===== src/rtl/serial_tx_pkg.sv =====
// Shared types and line levels for the serial transmit scheduler.
// Holds the frame FSM state enum and a small width helper.
package serial_tx_pkg;

  typedef enum logic [2:0] {
    IDLE,
    START,
    ID,
    DATA,
    GAP
  } tx_state_t;

  localparam logic START_BIT  = 1'b1;
  localparam logic IDLE_LEVEL = 1'b0;

  function automatic int max3(
    input int a,
    input int b,
    input int c
  );
    int m;
    m = a;
    if (b > m) m = b;
    if (c > m) m = c;
    return m;
  endfunction

endpackage


===== src/rtl/serial_tx_scheduler_if.sv =====
// Requester-side valid/ready bundle for the serial transmit scheduler.
// req_valid/req_data from producers, one-hot req_ready back to them.
interface serial_tx_scheduler_if #(
  parameter int NUM_REQ   = 4,
  parameter int WORD_SIZE = 27
);

  logic [NUM_REQ-1:0]           req_valid;
  logic [NUM_REQ*WORD_SIZE-1:0] req_data;
  logic [NUM_REQ-1:0]           req_ready;

  modport master (
    output req_valid,
    output req_data,
    input  req_ready
  );

  modport slave (
    input  req_valid,
    input  req_data,
    output req_ready
  );

endinterface


===== src/rtl/rr_arbiter.sv =====
// Combinational round-robin pick: first req above pointer, wrapping.
// Ports: req, pointer, enable in; one-hot grant, idx, hit out.
module rr_arbiter #(
  parameter  int N  = 4,
  localparam int IW = $clog2(N)
) (
  input  logic [N-1:0]  req,
  input  logic [IW-1:0] pointer,
  input  logic          enable,
  output logic [N-1:0]  grant,
  output logic [IW-1:0] idx,
  output logic          hit
);

  typedef logic [IW:0] sum_t;

  sum_t s;

  always_comb begin
    grant = '0;
    idx   = '0;
    hit   = 1'b0;
    s     = '0;
    for (int i = 1; i <= N; i++) begin
      s = sum_t'(pointer) + sum_t'(i);
      if (s >= sum_t'(N)) s = s - sum_t'(N);
      if (enable && !hit && req[s[IW-1:0]]) begin
        hit               = 1'b1;
        grant[s[IW-1:0]]  = 1'b1;
        idx               = s[IW-1:0];
      end
    end
  end

endmodule


===== src/rtl/serial_tx_scheduler.sv =====
// Round-robin scheduler framing requester words onto one serial line.
// Ports: clock, reset, req (slave bundle), serialOut, busy, grant_id.
module serial_tx_scheduler
  import serial_tx_pkg::*;
#(
  parameter  int NUM_REQ    = 4,
  parameter  int WORD_SIZE  = 27,
  parameter  int GAP_CYCLES = 1,
  localparam int ID_W       = $clog2(NUM_REQ)
) (
  input  logic                 clock,
  input  logic                 reset,
  serial_tx_scheduler_if.slave req,
  output logic                 serialOut,
  output logic                 busy,
  output logic [ID_W-1:0]      grant_id
);

  localparam int CW =
    $clog2(max3(ID_W, WORD_SIZE, GAP_CYCLES) + 1);
  localparam int SW = ID_W + WORD_SIZE;

  localparam logic [CW-1:0] ID_LAST =
    CW'(ID_W - 1);
  localparam logic [CW-1:0] DATA_LAST =
    CW'(WORD_SIZE - 1);
  localparam logic [CW-1:0] GAP_LAST =
    CW'(GAP_CYCLES > 0 ? GAP_CYCLES - 1 : 0);
  localparam logic [ID_W-1:0] PTR_RST =
    ID_W'(NUM_REQ - 1);

  tx_state_t state, nstate;

  logic [CW-1:0]        cnt, cnt_nxt;
  logic [SW-1:0]        sh;
  logic [ID_W-1:0]      ptr;
  logic [ID_W-1:0]      g_idx;
  logic [NUM_REQ-1:0]   g_vec;
  logic                 hit;
  logic                 arb_en;
  logic                 ser_nxt;
  logic                 load;
  logic                 shift;
  logic [WORD_SIZE-1:0] words [NUM_REQ];

  for (genvar i = 0; i < NUM_REQ; i++) begin : g_word
    assign words[i] =
      req.req_data[i*WORD_SIZE +: WORD_SIZE];
  end

  // Reset gates the arbiter so no ready escapes
  // while reset is held.
  assign arb_en = (state == IDLE) && !reset;

  rr_arbiter #(
    .N (NUM_REQ)
  ) u_arb (
    .req     (req.req_valid),
    .pointer (ptr),
    .enable  (arb_en),
    .grant   (g_vec),
    .idx     (g_idx),
    .hit     (hit)
  );

  assign req.req_ready = g_vec;
  assign busy          = (state != IDLE);

  always_ff @(posedge clock or posedge reset) begin
    if (reset) state <= IDLE;
    else       state <= nstate;
  end

  // ID and payload share one shift register, so the
  // line always takes the register MSB.
  always_comb begin
    nstate  = state;
    cnt_nxt = cnt;
    ser_nxt = IDLE_LEVEL;
    load    = 1'b0;
    shift   = 1'b0;
    unique case (state)
      IDLE: begin
        if (hit) begin
          load    = 1'b1;
          ser_nxt = START_BIT;
          nstate  = START;
        end
      end
      START: begin
        ser_nxt = sh[SW-1];
        shift   = 1'b1;
        cnt_nxt = ID_LAST;
        nstate  = ID;
      end
      ID: begin
        ser_nxt = sh[SW-1];
        shift   = 1'b1;
        if (cnt == '0) begin
          cnt_nxt = DATA_LAST;
          nstate  = DATA;
        end else begin
          cnt_nxt = cnt - 1'b1;
        end
      end
      DATA: begin
        if (cnt == '0) begin
          cnt_nxt = GAP_LAST;
          nstate  = (GAP_CYCLES == 0) ? IDLE : GAP;
        end else begin
          ser_nxt = sh[SW-1];
          shift   = 1'b1;
          cnt_nxt = cnt - 1'b1;
        end
      end
      GAP: begin
        if (cnt == '0) nstate = IDLE;
        else           cnt_nxt = cnt - 1'b1;
      end
      default: nstate = IDLE;
    endcase
  end

  always_ff @(posedge clock or posedge reset) begin
    if (reset) begin
      cnt       <= '0;
      sh        <= '0;
      ptr       <= PTR_RST;
      grant_id  <= '0;
      serialOut <= IDLE_LEVEL;
    end else begin
      cnt       <= cnt_nxt;
      serialOut <= ser_nxt;
      if (load) begin
        sh       <= {g_idx, words[g_idx]};
        grant_id <= g_idx;
        ptr      <= g_idx;
      end else if (shift) begin
        sh <= {sh[SW-2:0], 1'b0};
      end
    end
  end

endmodule


===== src/flat_wrapper.sv =====
// flat-port wrapper written by rule: the top's interface ports become plain ports
module serial_tx_scheduler_flat import serial_tx_pkg::*;
#(
  parameter  int NUM_REQ    = 4,
  parameter  int WORD_SIZE  = 27,
  parameter  int GAP_CYCLES = 1,
  localparam int ID_W       = $clog2(NUM_REQ)
)
  (clock, reset, serialOut, busy, grant_id, req_req_valid, req_req_data, req_req_ready);
  serial_tx_scheduler_if #(.NUM_REQ(NUM_REQ), .WORD_SIZE(WORD_SIZE)) req_i ();
  input  logic clock;
  input  logic reset;
  output logic serialOut;
  output logic busy;
  output logic [ID_W-1:0] grant_id;
  input wire logic [$bits(req_i.req_valid)-1:0] req_req_valid;
  input wire logic [$bits(req_i.req_data)-1:0] req_req_data;
  output wire logic [$bits(req_i.req_ready)-1:0] req_req_ready;
  assign req_i.req_valid = req_req_valid;
  assign req_i.req_data = req_req_data;
  assign req_req_ready = req_i.req_ready;
  serial_tx_scheduler #(.NUM_REQ(NUM_REQ), .WORD_SIZE(WORD_SIZE), .GAP_CYCLES(GAP_CYCLES)) u_core (.clock(clock), .reset(reset), .req(req_i), .serialOut(serialOut), .busy(busy), .grant_id(grant_id));
endmodule

===== config.mk =====
export PLATFORM = sky130hd
export DESIGN_NAME = serial_tx_scheduler_flat
export DESIGN_NICKNAME = d
export VERILOG_FILES = /design/src/rtl/serial_tx_pkg.sv /design/src/rtl/serial_tx_scheduler_if.sv /design/src/rtl/rr_arbiter.sv /design/src/rtl/serial_tx_scheduler.sv /design/src/flat_wrapper.sv
export SDC_FILE = /design/constraint.sdc
export NUM_CORES = 1
export LEC_CHECK = 0
export CORE_AREA = 2 2 91 93
export CTS_BUF_LIST = sky130_fd_sc_hd__clkbuf_4
export CTS_CLUSTER_SIZE = 20
export DETAILED_ROUTE_END_ITERATION = 10
export DIE_AREA = 0 0 93 95
export DONT_BUFFER_PORTS = 1
export GPL_ROUTABILITY_DRIVEN = 0
export PLACE_DENSITY = 0.7
export SKIP_CTS_REPAIR_TIMING = 1
export SLEW_MARGIN = 40
export SYNTH_ARGS = -nofsm -noshare
export SYNTH_HDL_FRONTEND = slang
export SYNTH_SLANG_ARGS = --single-unit

===== constraint.sdc =====
create_clock -name clock -period 4.8 [get_ports clock]
set_clock_uncertainty 0.1 [all_clocks]
set_input_delay 1.2 -clock clock [delete_from_list [all_inputs] [get_ports clock]]
set_output_delay 1.2 -clock clock [all_outputs]
set_load 0.02 [all_outputs]

# == Word level (Yosys, flattened, before mapping) ==
# Index checks and enable logic that the tools add are counted.
# word_totals
reg_bits,42
inputBits,114
out_inout_bits,8
wordCells,117
# op_classes
addsub,9
order_cmp,13
n_eq_ne,9
muxes,52
bitwise,4
n_reduce_logical,24
# op_table
operator,count
$mux W29,2
$bmux W27 S2,1
$mux W27,2
$pmux W5 S4,1
$mux W1,16
$mux W2,8
$mux W4,4
$ge A3 B3 Y1 const B,5
$mux W5,3
$pmux W3 S5,1
$logic_and A1 B1 Y1,12
$lt A2 B3 Y1 const B,4
$mux W3,4
$or A4 B4 Y4,3
$bmux W1 S2,4
$demux W1 S2,4
$ge A2 B1 Y1 const B,4
$ne A2 B1 Y1 const B,4
$sub A2 B1 Y2 const B,4
$add A2 B2 Y3 const B,2
$eq A3 B2 Y1 const B,2
$logic_not A5 Y1,1
$sub A5 B1 Y5 const B,1
$logic_not A1 Y1,4
15 further kinds,15

# == Logic depth before layout (Yosys ltp) ==
# logic_depth
word_depth,24
ltp_mapped,13
mapped_depth_nobuf,9

# == By module ==
# Synthesis repeated with hierarchy kept, for this count alone.
# unflattened
hier_cells,350
hier_area_um2,3328.2
# modules_own_cells
module,instances,cells_per_inst,area_each_um2,seq_area_each_um2
serial_tx_scheduler,1,285,2790.2,1053.5
rr_arbiter,1,65,538.0,0.0

# == Least setup slack after synthesis ==
# OpenSTA, ideal clock, no wires.
# synth_timing
path_type,input-to-output
from,input port req_req_valid[2]
to,output port req_req_ready[0]
arrival_ps,2639
required_ps,3500
path_slack_ps,861
path_stages,5
path_buffers,1
cell_sequence,mux4_2 buf_2 or3_4 nor2_1 a221o_1
# synth_via
elab_chain_len,16
elab_cells_between_ends,28
classes_between,15 x mux; 3 x bitwise; 10 x reduce/logical
# synth_lines
item,line,rtl
"start, declared",flat_wrapper.sv:16,input wire logic [$bits(req_i.req_valid)-1:0] req_req_valid;
$bmux W1 S2,rr_arbiter.sv:27,if (enable && !hit && req[s[IW-1:0]]) begin
$mux W1 (not written as such),rr_arbiter.sv:27,
$logic_and A1 B1 Y1,rr_arbiter.sv:27,
$mux W1,rr_arbiter.sv:27,
$logic_not A1 Y1,rr_arbiter.sv:27,
$logic_and A1 B1 Y1 (2 in a row),rr_arbiter.sv:27,
$mux W1,rr_arbiter.sv:27,
$logic_not A1 Y1,rr_arbiter.sv:27,
$logic_and A1 B1 Y1 (2 in a row),rr_arbiter.sv:27,
$mux W1,rr_arbiter.sv:27,
$logic_not A1 Y1,rr_arbiter.sv:27,
$logic_and A1 B1 Y1 (2 in a row),rr_arbiter.sv:27,
$mux W4 *,rr_arbiter.sv:27,
"end, declared",flat_wrapper.sv:18,output wire logic [$bits(req_i.req_ready)-1:0] req_req_ready;
# Every way passes the cells marked *; elsewhere a longest branch is shown, timed or not. The select of a mux whose other input is x is not followed.

# == Worst setup path after layout ==
# layout_timing
from,register u_core.ptr[0]
to,output port req_req_ready[0]
# layout_via
elab_chain_len,19
elab_cells_between_ends,64
classes_between,8 x add/sub; 12 x order compare; 27 x mux; 3 x bitwise; 14 x reduce/logical
# layout_lines
item,line,rtl
"start, declared",serial_tx_scheduler.sv:36,logic [ID_W-1:0] ptr;
"start signal, assigned",serial_tx_scheduler.sv:137,ptr <= g_idx;
"parallel branches: the longest is 18 deep, another holds $add A2 B1 Y3",-,
$mux W4 *,rr_arbiter.sv:27,
# Every way passes the cells marked *. The select of a mux whose other input is x is not followed.

==> impl_metrics.toml <==
[sta]
slew_headroom_pct = 59.3
finalCriticalPeriod_ps = 4370
hold_ws_ps = 409
fin_crit_sh_pct = 91.1
rsz0062_at_grt = "false"
tns_ps = 0
setup_viol = 0
hold_viol = 0
fmax_mhz = 229
drv_slew = 0
tightest_slew_ps = 610

[drt]
drtIter0Drc = 122
drt_pass1_iterations = 4
drc = 0
vias = 2551
drtAntennaViolNets = 0
routed_wl_um = 7130
drt-wirelength-per-cell_um = 16.2
vias_per_cell = 5.78

[layout]
post-route-cell-area_um2 = 3570
area_growth_pct = 4.55
nets = 454
fillerInstances = 760
most-common-layout-cells = "54 x mux2i_1, 44 x mux2_2, 41 x nand2_1, 40 x dfrtp_1, 26 x o21ai_1"
n_antenna_cell = 0
drive_gt1_share_pct = 22.9
layout_commonest_cell = "mux2i_1"

[critical_path]
crit_slowest_cell = "dfstp_2"
critPathTopFamily = "flip-flops"
end_kind = "primary output"
critical_path_class = "flop to primary output"
slowest_delay_ps = 690
path_buf_inv = 1
crit_chain = "inv_1, ha_1, mux4_2, or3_4, nor2_1, a221o_1"
critPathArrivalTime_ps = 3070
startpoint_type = "flop"
required_ps = 3500
crit_fanout = 12

[die]
ios = 122
die_area_um2 = 8840
core_um2 = 7930
die_y_um = 95
rows = 33
die_w_um = 93
initial_utilization_pct = 43.0

[global_routing]
grt_max_degree = 43
grt_pass1_vias = 2533
track_usage_pct = 16.7
grt_pass1_wl_um = 11800
antenna_found_initial = 0
grt_overflow = 0

[power]
power.leakage_uw = 0.00137
total_power_uw = 1900
ir_drop_mv = 0.219
p_per_area_nw_per_um2 = 533

[clocking]
htree_levels = 2
cts_tree = "done"
clock_path_buffers = 2
cts_buffers = 5
cts_sinks = 42
worstSkewPairLatency_ps = 360
root_buffer = "clkbuf_4"
path_clk_slew_ps = 140

[logic_synthesis]
yosysWarningCount = 0
syn-cell-area_um2 = 3410
synth-edff-count = 0
synth_top_family_by_area = "multiplexers"
syn_nets = 467
synth_xor_area_share_pct = 0
synth-simple-area-share_pct = 9.61
synth_cell_type_count = 49
yosys_most_used_dff = "dfrtp_1"
synth_fa_ha_area_share_pct = 1.83
synth_compound_area_share_pct = 14.8
seq_area_frac_synth_pct = 30.9
syn_area_per_cell_um2 = 9.80
async_flop_share_pct = 100
muxShareOfSynthArea_pct = 36.4
synth_seq_cells = 42
postSynthCellCount = 348

[flow_run]
maxCapViolCount = 0

[place]
place_area_um2 = 3470
io_buffers = 0
dp.final_hpwl_um = 5130

[run_status]
run_status = "complete, no violations"

[min_path]
min_path_type = "flop to flop"
path summary, 6_finish.rpt:
path | start | to | slack [ps] | cells after the start
setup reg to reg | u_core.ptr[0] | u_core.sh[16] | 1080 | 10
setup / recovery | u_core.ptr[0] | req_req_ready[0] | 430 | 6
hold / removal | u_core.sh[28] | u_core.serialOut | 410 | 2
hold reg to reg | u_core.sh[28] | u_core.serialOut | 410 | 2
max in group asynchronous | reset | u_core.ptr[1] | 3560 | 1
min in group asynchronous | reset | u_core.sh[4] | 640 | 1
through the flow:
stage	utilization, %	std cells	setup slack, ps
3_3_place_gp	43.8	432	822
5_1_grt	45.0	441	237
2_1_floorplan	-	348	861
6_report	45.0	441	426
3_5_place_dp	43.8	432	760
4_1_cts	44.8	440	417
power breakdown:
part | switching [uW] | leakage (uW) | internal, uW
sequential | 136 | 0.000531 | 507
clock | 125 | 0.0000419 | 116
combinational | 515 | 0.000801 | 501
kinds of logic after synthesis:
group | count (synthesis)
muxes | 112
DFF | 42
adders and majority gates | 5
buffers and inverters | 38
AOI/OAI and AO/OA | 79
and+or+nand+nor | 72
metal layers:
metal / up-vias / GRT usage, % / routed length, um
met5: - / 0 / 0
met4: 0 / 4.04 / 71
met3: 7 / 4.07 / 405
met2: 99 / 29.5 / 3630
met1: 1199 / 20.6 / 3020
li1: 1246 / - / -
cells in the mapped netlist, types with 2 or more instances:
cell type | instances | share of area (%)
dfrtp_1 | 40 | 29
nand3_1 | 2 | 0.29
o221ai_1 | 2 | 0.51
buf_2 | 8 | 1.2
o22ai_1 | 2 | 0.37
mux2_1 | 9 | 3.0
o21ai_0 | 8 | 1.2
mux4_2 | 4 | 2.6
nand2b_1 | 2 | 0.37
nor2_1 | 12 | 1.3
a21oi_1 | 14 | 2.1
ha_1 | 5 | 1.8
inv_1 | 9 | 0.99
a21o_1 | 6 | 1.3
o21ai_1 | 26 | 3.8
clkbuf_1 | 10 | 1.1
nor3_1 | 3 | 0.44
or2_2 | 2 | 0.37
a221o_1 | 4 | 1.2
mux2_2 | 44 | 15
nand2_1 | 41 | 4.5
a22oi_1 | 4 | 0.88
buf_6 | 9 | 3.0
nor4_1 | 2 | 0.37
o31ai_1 | 2 | 0.44
dfstp_2 | 2 | 1.5
mux2i_1 | 54 | 16
layout make-up:
cell class | instances | area (um2) | area share (%)
clock buffers | 6 | 45.0 | 1.26
clock inverters | 2 | 37.5 | 1.05
flip-flops and latches | 42 | 1050 | 29.5
multi-input cells | 268 | 2180 | 61.2
well taps | 105 | 131 | 3.68
repair buffers | 8 | 76.3 | 2.14
inverters | 10 | 40.0 | 1.12
tightest hold or removal path, cell delays in order (launching register included):
cell	delay (ps)
dfrtp_1	360
nand2_1	50
nand2_1	60
state kept, by name, summed over array words and instances, names as in the netlist:
signal	count
u_core.sh	29
u_core.cnt	5
u_core.state	3
u_core.grant_id	2
u_core.ptr	2
u_core.serialOut	1
Power figures use the tool's default switching activity.
